--- config.mk ---
export PLATFORM = sky130hd
export DESIGN_NAME = alu_sekwencer
export DESIGN_NICKNAME = d
export VERILOG_FILES = /design/src/rtl/alu_sekwencer.sv
export SDC_FILE = /design/constraint.sdc
export NUM_CORES = 1
export LEC_CHECK = 0
export ABC_CLOCK_PERIOD_IN_PS = 3200
export CAP_MARGIN = 20
export CORE_MARGIN = 5
export CORE_UTILIZATION = 35
export CTS_CLUSTER_DIAMETER = 30
export DETAILED_ROUTE_END_ITERATION = 10
export MAX_ROUTING_LAYER = met4
export PLACE_DENSITY = 0.58
export SLEW_MARGIN = 20
export SYNTH_ARGS = -nofsm -noshare
export SYNTH_HDL_FRONTEND = slang
export SYNTH_SLANG_ARGS = --single-unit
--- constraint.sdc ---
create_clock -name clk -period 3.2 [get_ports clk]
set_clock_uncertainty 0.15 [all_clocks]
set_input_delay 0.32 -clock clk [delete_from_list [all_inputs] [get_ports clk]]
set_output_delay 0.32 -clock clk [all_outputs]
set_load 0.05 [all_outputs]
--- src/rtl/alu_sekwencer.sv ---
// alu_sekwencer: multi-cycle Rdst = Rdst op Rsrc unit driving a single-port register file.
// Latency: done in cycle T+4 after start at edge T (T+3+DATA_W for MUL when ALU_SEKWENCER_MUL_EN is defined).
// Backpressure: none; start is sampled only in IDLE and ignored while busy (no queue).
// Optional feature: define ALU_SEKWENCER_MUL_EN to enable opcode 8 as an iterative unsigned multiply.
module alu_sekwencer #(
   parameter int DATA_W    = 8,
   parameter int RX_LICZBA = 8,
   localparam int AW       = $clog2(RX_LICZBA)
) (
   input  logic              clk,
   input  logic              rst,
   input  logic              start,
   input  logic [3:0]        opcode,
   input  logic [AW-1:0]     nr_dst,
   input  logic [AW-1:0]     nr_src,
   input  logic [DATA_W-1:0] rx_out,
   output logic [AW-1:0]     rx_nr,
   output logic              rx_wr,
   output logic [DATA_W-1:0] rx_dane,
   output logic              busy,
   output logic              done,
   output logic              flag_z,
   output logic              flag_c,
   output logic              flag_n
);

   typedef enum logic [2:0] {IDLE, RD_A, RD_B, EXEC, WB} state_t;

   state_t            state;
   logic [3:0]        op_r;
   logic [AW-1:0]     dst_r;
   logic [AW-1:0]     src_r;
   logic [DATA_W-1:0] a_r;
   logic [DATA_W-1:0] b_r;
   // bit DATA_W carries the C flag value alongside the data result
   logic [DATA_W:0]   result_r;
   logic              upd_r;

   logic [DATA_W:0]   alu_res;
   logic              alu_wr;
   logic              alu_upd;

`ifdef ALU_SEKWENCER_MUL_EN
   localparam int CW = (DATA_W > 1) ? $clog2(DATA_W) : 1;
   logic [2*DATA_W-1:0] mul_acc;
   logic [2*DATA_W-1:0] mul_next;
   logic [CW-1:0]       mul_cnt;
   logic                mul_last;

   // One shift-add step: add A shifted by the current bit position of B
   always_comb begin
      mul_next = mul_acc;
      if (b_r[mul_cnt])
         mul_next = mul_acc + ({{DATA_W{1'b0}}, a_r} << mul_cnt);
      mul_last = (mul_cnt == CW'(DATA_W - 1));
   end
`endif

   // Result, write enable and flag-update decision for the captured opcode
   always_comb begin
      alu_res = '0;
      alu_wr  = 1'b0;
      alu_upd = 1'b0;
      case (op_r)
         4'd0: begin alu_res = {1'b0, a_r} + {1'b0, b_r};            alu_wr = 1'b1; alu_upd = 1'b1; end
         4'd1: begin alu_res = {1'b0, a_r} - {1'b0, b_r};            alu_wr = 1'b1; alu_upd = 1'b1; end
         4'd2: begin alu_res = {1'b0, a_r & b_r};                    alu_wr = 1'b1; alu_upd = 1'b1; end
         4'd3: begin alu_res = {1'b0, a_r | b_r};                    alu_wr = 1'b1; alu_upd = 1'b1; end
         4'd4: begin alu_res = {1'b0, a_r ^ b_r};                    alu_wr = 1'b1; alu_upd = 1'b1; end
         4'd5: begin alu_res = {1'b0, b_r};                          alu_wr = 1'b1; alu_upd = 1'b1; end
         4'd6: begin alu_res = {a_r, 1'b0};                          alu_wr = 1'b1; alu_upd = 1'b1; end
         4'd7: begin alu_res = {a_r[0], 1'b0, a_r[DATA_W-1:1]};      alu_wr = 1'b1; alu_upd = 1'b1; end
`ifdef ALU_SEKWENCER_MUL_EN
         4'd8: begin
            alu_res = {|mul_next[2*DATA_W-1:DATA_W], mul_next[DATA_W-1:0]};
            alu_wr  = 1'b1;
            alu_upd = 1'b1;
         end
`endif
         // compare: subtract for flags only, no write-back
         4'd9: begin alu_res = {1'b0, a_r} - {1'b0, b_r};            alu_upd = 1'b1; end
         default: ;
      endcase
   end

   // Sequencer: operand reads, execute, write-back; all outputs registered
   always_ff @(posedge clk) begin
      if (rst) begin
         state    <= IDLE;
         op_r     <= '0;
         dst_r    <= '0;
         src_r    <= '0;
         a_r      <= '0;
         b_r      <= '0;
         result_r <= '0;
         upd_r    <= 1'b0;
         rx_nr    <= '0;
         rx_wr    <= 1'b0;
         rx_dane  <= '0;
         busy     <= 1'b0;
         done     <= 1'b0;
         flag_z   <= 1'b0;
         flag_c   <= 1'b0;
         flag_n   <= 1'b0;
`ifdef ALU_SEKWENCER_MUL_EN
         mul_acc  <= '0;
         mul_cnt  <= '0;
`endif
      end else begin
         case (state)
            IDLE: begin
               if (start) begin
                  op_r  <= opcode;
                  dst_r <= nr_dst;
                  src_r <= nr_src;
                  rx_nr <= nr_dst;
                  busy  <= 1'b1;
                  state <= RD_A;
               end
            end
            RD_A: begin
               a_r   <= rx_out;
               rx_nr <= src_r;
               state <= RD_B;
            end
            RD_B: begin
               b_r   <= rx_out;
               rx_nr <= dst_r;
`ifdef ALU_SEKWENCER_MUL_EN
               mul_acc <= '0;
               mul_cnt <= '0;
`endif
               state <= EXEC;
            end
            EXEC: begin
`ifdef ALU_SEKWENCER_MUL_EN
               if (op_r == 4'd8 && !mul_last) begin
                  mul_acc <= mul_next;
                  mul_cnt <= mul_cnt + CW'(1);
               end else begin
                  result_r <= alu_res;
                  rx_dane  <= alu_res[DATA_W-1:0];
                  rx_wr    <= alu_wr;
                  upd_r    <= alu_upd;
                  done     <= 1'b1;
                  state    <= WB;
               end
`else
               result_r <= alu_res;
               rx_dane  <= alu_res[DATA_W-1:0];
               rx_wr    <= alu_wr;
               upd_r    <= alu_upd;
               done     <= 1'b1;
               state    <= WB;
`endif
            end
            WB: begin
               if (upd_r) begin
                  flag_z <= (result_r[DATA_W-1:0] == '0);
                  flag_c <= result_r[DATA_W];
                  flag_n <= result_r[DATA_W-1];
               end
               rx_wr <= 1'b0;
               done  <= 1'b0;
               busy  <= 1'b0;
               state <= IDLE;
            end
            default: state <= IDLE;
         endcase
      end
   end

endmodule
* Yosys cells after proc, flatten, opt, wreduce, memory -nomap -nowiden
Index checks and enable logic that the tools add are counted.
** Operators by class
- Divide/modulo/power cells :: 0
- Add/subtract/negate cells :: 2
- Equality and inequality tests :: 13
- Shift operators :: 0
- Bitwise logic cells :: 3
- Multiply operators :: 0
- Reductions and logical operators :: 13
- $lt $le $gt $ge :: 0
- Multiplexer cells :: 11
** Operators by type and width (number)
- case mux 9 bit (8 select lines) :: 1
- equality test 4 x 3 -> 1 bit (second input constant) :: 4
- case mux 3 bit (4 select lines) :: 1
- adder 8 x 8 -> 9 bit :: 1
- case mux 3 bit (3 select lines) :: 1
- OR reduction 9 bit :: 1
- subtractor 8 x 8 -> 9 bit :: 1
- bitwise AND 8 bit :: 1
- equality test 4 x 2 -> 1 bit (second input constant) :: 2
- logical NOT 8 bit :: 1
- bitwise OR 8 bit :: 1
- AND reduction 2 bit :: 4
- OR reduction 8 bit :: 1
- XOR 8 bit :: 1
- equality test 3 x 2 -> 1 bit (second input constant) :: 2
- 2-to-1 mux 3 bit :: 2
- case mux 1 bit (2 select lines) :: 3
- equality test 4 x 1 -> 1 bit (second input constant) :: 1
- equality test 4 bit (second input constant) :: 1
- logical NOT 4 bit :: 1
- nonzero test 2 bit :: 2
- equality test 3 x 1 -> 1 bit (second input constant) :: 1
- equality test 3 bit (second input constant) :: 1
- logical NOT 3 bit :: 1
- 4 further kinds :: 6
** Word-level totals
- Latch bits :: 0
- Register bits after elaboration :: 56
- Memories :: 0
- ROM bits :: 0
- Memory bits (writable) :: 0

* Logic depth before layout (Yosys ltp)
- Depth in word-level cells :: 4
- Mapped depth :: 11

* Worst setup path before layout
OpenSTA, ideal clock, no wires.
- Kind :: reg-to-reg
- Start point :: register op_r[0]
- End point :: register result_r[8]
- Required time :: 2.958 ns
- Cell stages (with the launch flop) :: 12
- Library setup time :: 0.092 ns
- Path buffers :: 1
- Period minus slack after synthesis :: 2.665 ns
- Data arrival time :: 2.423 ns
- Slack :: 0.535 ns
- Cell sequence :: dfxtp_1 > clkbuf_1 > nand2b_1 > nor2_1 > nor2_1 > xnor2_1 > ha_1 > a211oi_1 > o21ai_0 > o31ai_1 > xnor2_1 > o32ai_1
** Between the ends
- Cells in the longest elaborated chain, start to end :: 3
** Ends and longest elaborated chain
- from (decl) :: RTL line 30 : logic [3:0] op_r;
- from (signal assigned) :: RTL line 113 : op_r <= opcode;
- equality test 4 bit / equality test 4 x 1 -> 1 bit (equally long branches) :: RTL line 64 : case (op_r)
- OR reduction 2 bit (no source line)
- case mux 9 bit (8 select lines) * :: RTL line 64
- to (signal assigned) :: RTL line 149 : result_r <= alu_res;
- to (decl) :: RTL line 36 : logic [DATA_W:0] result_r;
Mark *: on every way between the ends. The rest lies on a longest branch, timed or not.
A chain may end at the register's enable or synchronous reset.

* Worst setup path in the final report
Same ends and word-level chain as after synthesis.

==> key figures <==
Route
  – DR pass1 iterations: 4
  – Vias per inst: 5.400
  – Final ANT Viol Nets: 0
  – DR vias: 2846
  – Drt initial violations: 218
  – Routed wire length per instance: 15.77 um
  – DRC viols: 0
  – Final WL: 8.309 mm

Power and ir drop
  – Pwr/cell area: 462.6 mW/mm^2
  – Final Power: 1684 uW
  – Pleak: 0.001306 uW
  – VDD IR-drop max: 0.1590 mV
  – Internal power: 1076 uW
  – Power share of the combinational group: 35.5%
  – Switch share: 36.14%
  – Clock share of power: 23.4%
  – Reg power frac: 41.1%
  – P_sw: 608.8 uW

Setup path
  – WP data arrival: 2.88 ns
  – Critical Path RT: 3.27 ns
  – FF-to-FF End: result_r[8]$_SDFFE_PP0P_
  – Crit Path Class: reg -> reg
  – Crit. Startpoint: op_r[0]$_SDFFE_PP0P_
  – CP Max Fanout: 8
  – R2r worst-path depth: 8
  – Critical path endpoint: result_r[8]$_SDFFE_PP0P_
  – R2r startpoint: op_r[0]$_SDFFE_PP0P_
  – Worst setup EP type: flip-flop
  – Worst Setup Start Kind: flip-flop
  – Flop2flop setup slack: 0.39 ns

Worst hold path
  – Hold WC Path Type: reg -> reg
  – HP Start: dst_r[0]$_SDFFE_PP0P_

Final layout
  – Fin util: 41.75%
  – Area Overhead vs Synth: 16.63%
  – Layout cell share with drive strength beyond 1: 6.444%
  – Antenna cells: 0
  – Layout net count: 465

Synthesis
  – Yosys reg bits: 48
  – Post-synth EDFFs: 0
  – Share of synthesized flip-flops with an asynchronous set or reset: 0%
  – Register area share after synthesis: 30.78%
  – Post-synth top flop: dfxtp_1
  – Synthesized net count: 444
  – Mean area per synthesized cell: 7.863 sq um
  – YS warnings: 0
  – Post-synthesis cell count: 397
  – Netlist cell types: 52
  – Cell area after synthesis: 0.003122 sq mm

Clock network
  – CTS tree: done
  – Clock transition at path regs: 0.09 ns
  – H-tree depth: 2
  – Num CTS Buffers: 5
  – Num Clock Sinks: 48
  – CTS root buf: clkbuf_8
  – Hold-fix buffers at CTS: 0
  – Clock Tree Buf Depth: 2
  – Setup bufs post-CTS: 0
  – Worst-skew pair later-pin latency: 0.31 ns
  – Post-CTS sizing: 0

STA
  – Worst Tran Pin Value: 0.6969 ns
  – Fin. Hold Viols: 0
  – Fin. max-slew vios: 0
  – Tmin final: 2.812 ns
  – Worst Hold Margin: 0.3093 ns
  – Crit share post-route: 87.88%
  – Max-slew headroom: 53.14%
  – Fmax achieved: 0.3556 GHz
  – Setup TNS: 0 ns
  – Final setup fails: 0
  – RSZ-0062 raised after global routing: false

Die
  – Die Height: 104.4 um
  – Die Span X: 104.4 um
  – Die area: 0.01091 sq mm
  – Row count: 34
  – CORE AREA: 0.008721 sq mm
  – Starting Density: 35.80%
  – I/O pins: 38

Global route
  – Vias in the first global route: 2761
  – Total grt overflow: 0
  – Tot GR Track Use: 15.87%
  – First-pass GRT wire length: 14.00 mm
  – Initial antenna violation count: 0
  – Largest net degree at the start of global routing: 36

Placed design
  – RD Place Congestion: 0.8880
  – Port bufs: 37
  – Post-DP HPWL: 6.217 mm

Status
  – Status: finished clean

Run
  – Total of max-cap violations: 0
-- flip-flops by register name, indices dropped and copies added (netlist names), 2 cells and up --
register	flops
b_r	8
dst_r	3
a_r	8
rx_nr	3
rx_dane	7
src_r	3
op_r	4
result_r	2
state	3
-- layout by cell type, fill, tap and decap left out, drive strengths merged, types with 8 or more instances in the layout --
master         netlist  routed
clkdlybuf4s50        0      37
a21oi               46      46
dfxtp               48      48
buf                  8       9
inv                 22      23
ha                  25      25
nand2               58      58
o21ai               11      11
nor4                 8       8
nand2b               9       9
nor2                28      28
xnor2               10      10
-- cell usage after synthesis (4+ instances only) --
| cell type | n | share of area [%] |
|---|---|---|
| ha_1 | 25 | 10 |
| inv_1 | 22 | 2.6 |
| a21oi_1 | 46 | 7.4 |
| o2bb2ai_1 | 4 | 1.1 |
| dfxtp_1 | 48 | 31 |
| a211oi_1 | 7 | 1.7 |
| nand3_1 | 5 | 0.80 |
| xnor2_1 | 10 | 2.8 |
| nor4_1 | 8 | 1.6 |
| nand3b_1 | 4 | 0.96 |
| buf_4 | 8 | 1.9 |
| nand2_1 | 58 | 7.0 |
| o21ai_0 | 11 | 1.8 |
| nand2b_1 | 9 | 1.8 |
| a22oi_1 | 5 | 1.2 |
| a31oi_1 | 4 | 0.80 |
| mux2i_1 | 6 | 1.9 |
| nor3_1 | 7 | 1.1 |
| clkbuf_1 | 24 | 2.9 |
| nor2_1 | 28 | 3.4 |
-- power by group through the flow --
stage | clock, uW | sequential, uW | combinational (uW)
3_3_place_gp | 0 | 704 | 592
6_report | 395 | 692 | 597
3_5_place_dp | 0 | 705 | 592
2_1_floorplan | 0 | 705 | 433
5_1_grt | 427 | 701 | 666
4_1_cts | 408 | 691 | 598
-- kinds of logic after synthesis --
family                     share of synthesized area [%]
DFF                                                30.78
xor gates and xnor gates                           3.367
AOI/OAI and AO/OA                                  22.41
muxes                                              4.449
adders and majority gates                          10.66
buffers and inverters                              7.455
and+or+nand+nor                                    20.88
-- cell type report --
cell class	instances	area [sq um]
clock buffer	6	82.58
inverter	22	82.58
clock inverter	2	13.76
multi-input combinational	295	1928
tap	108	135.1
sequential	48	960.9
fill	867	5080
timing repair buffer	46	437.9
-- worst min-delay path by stage --
stage	to	cells past startpoint
6_report	dst_r[0]$_SDFFE_PP0P_	2
3_3_place_gp	dst_r[1]$_SDFFE_PP0P_	2
5_1_grt	dst_r[1]$_SDFFE_PP0P_	2
3_5_place_dp	dst_r[1]$_SDFFE_PP0P_	2
2_1_floorplan	upd_r$_SDFFE_PP0P_	2
4_1_cts	dst_r[0]$_SDFFE_PP0P_	2
-- worst max-delay path: stages, from the launching register on --
cell      delay [ns]
dfxtp_1         0.47
or3b_4          0.45
mux2i_1         0.18
fa_1            0.47
a211oi_1        0.21
o21ai_0         0.17
o31ai_1         0.27
xnor2_1         0.10
o32ai_1         0.26
-- layer usage --
| layer | vias to the layer above | global-route usage, % | part of all wire [%] |
|---|---|---|---|
| met5 | - | - | 0 |
| met4 | 0 | 4.163 | 1.4 |
| met3 | 9 | 2.483 | 4.0 |
| met2 | 67 | 24.12 | 45 |
| met1 | 1333 | 21.94 | 50 |
| li1 | 1437 | - | - |
-- through the flow --
stage               std cells  instance area (sq um)  setup WS, ns
global route              527                   3641        0.1744
finish                    527                   3641        0.3878
floorplan                 397                   3122        0.5350
CTS                       527                   3641        0.3792
detailed placement        519                   3545        0.4301
global placement          519                   3545        0.4834
(Power assumes the default switching activity.)
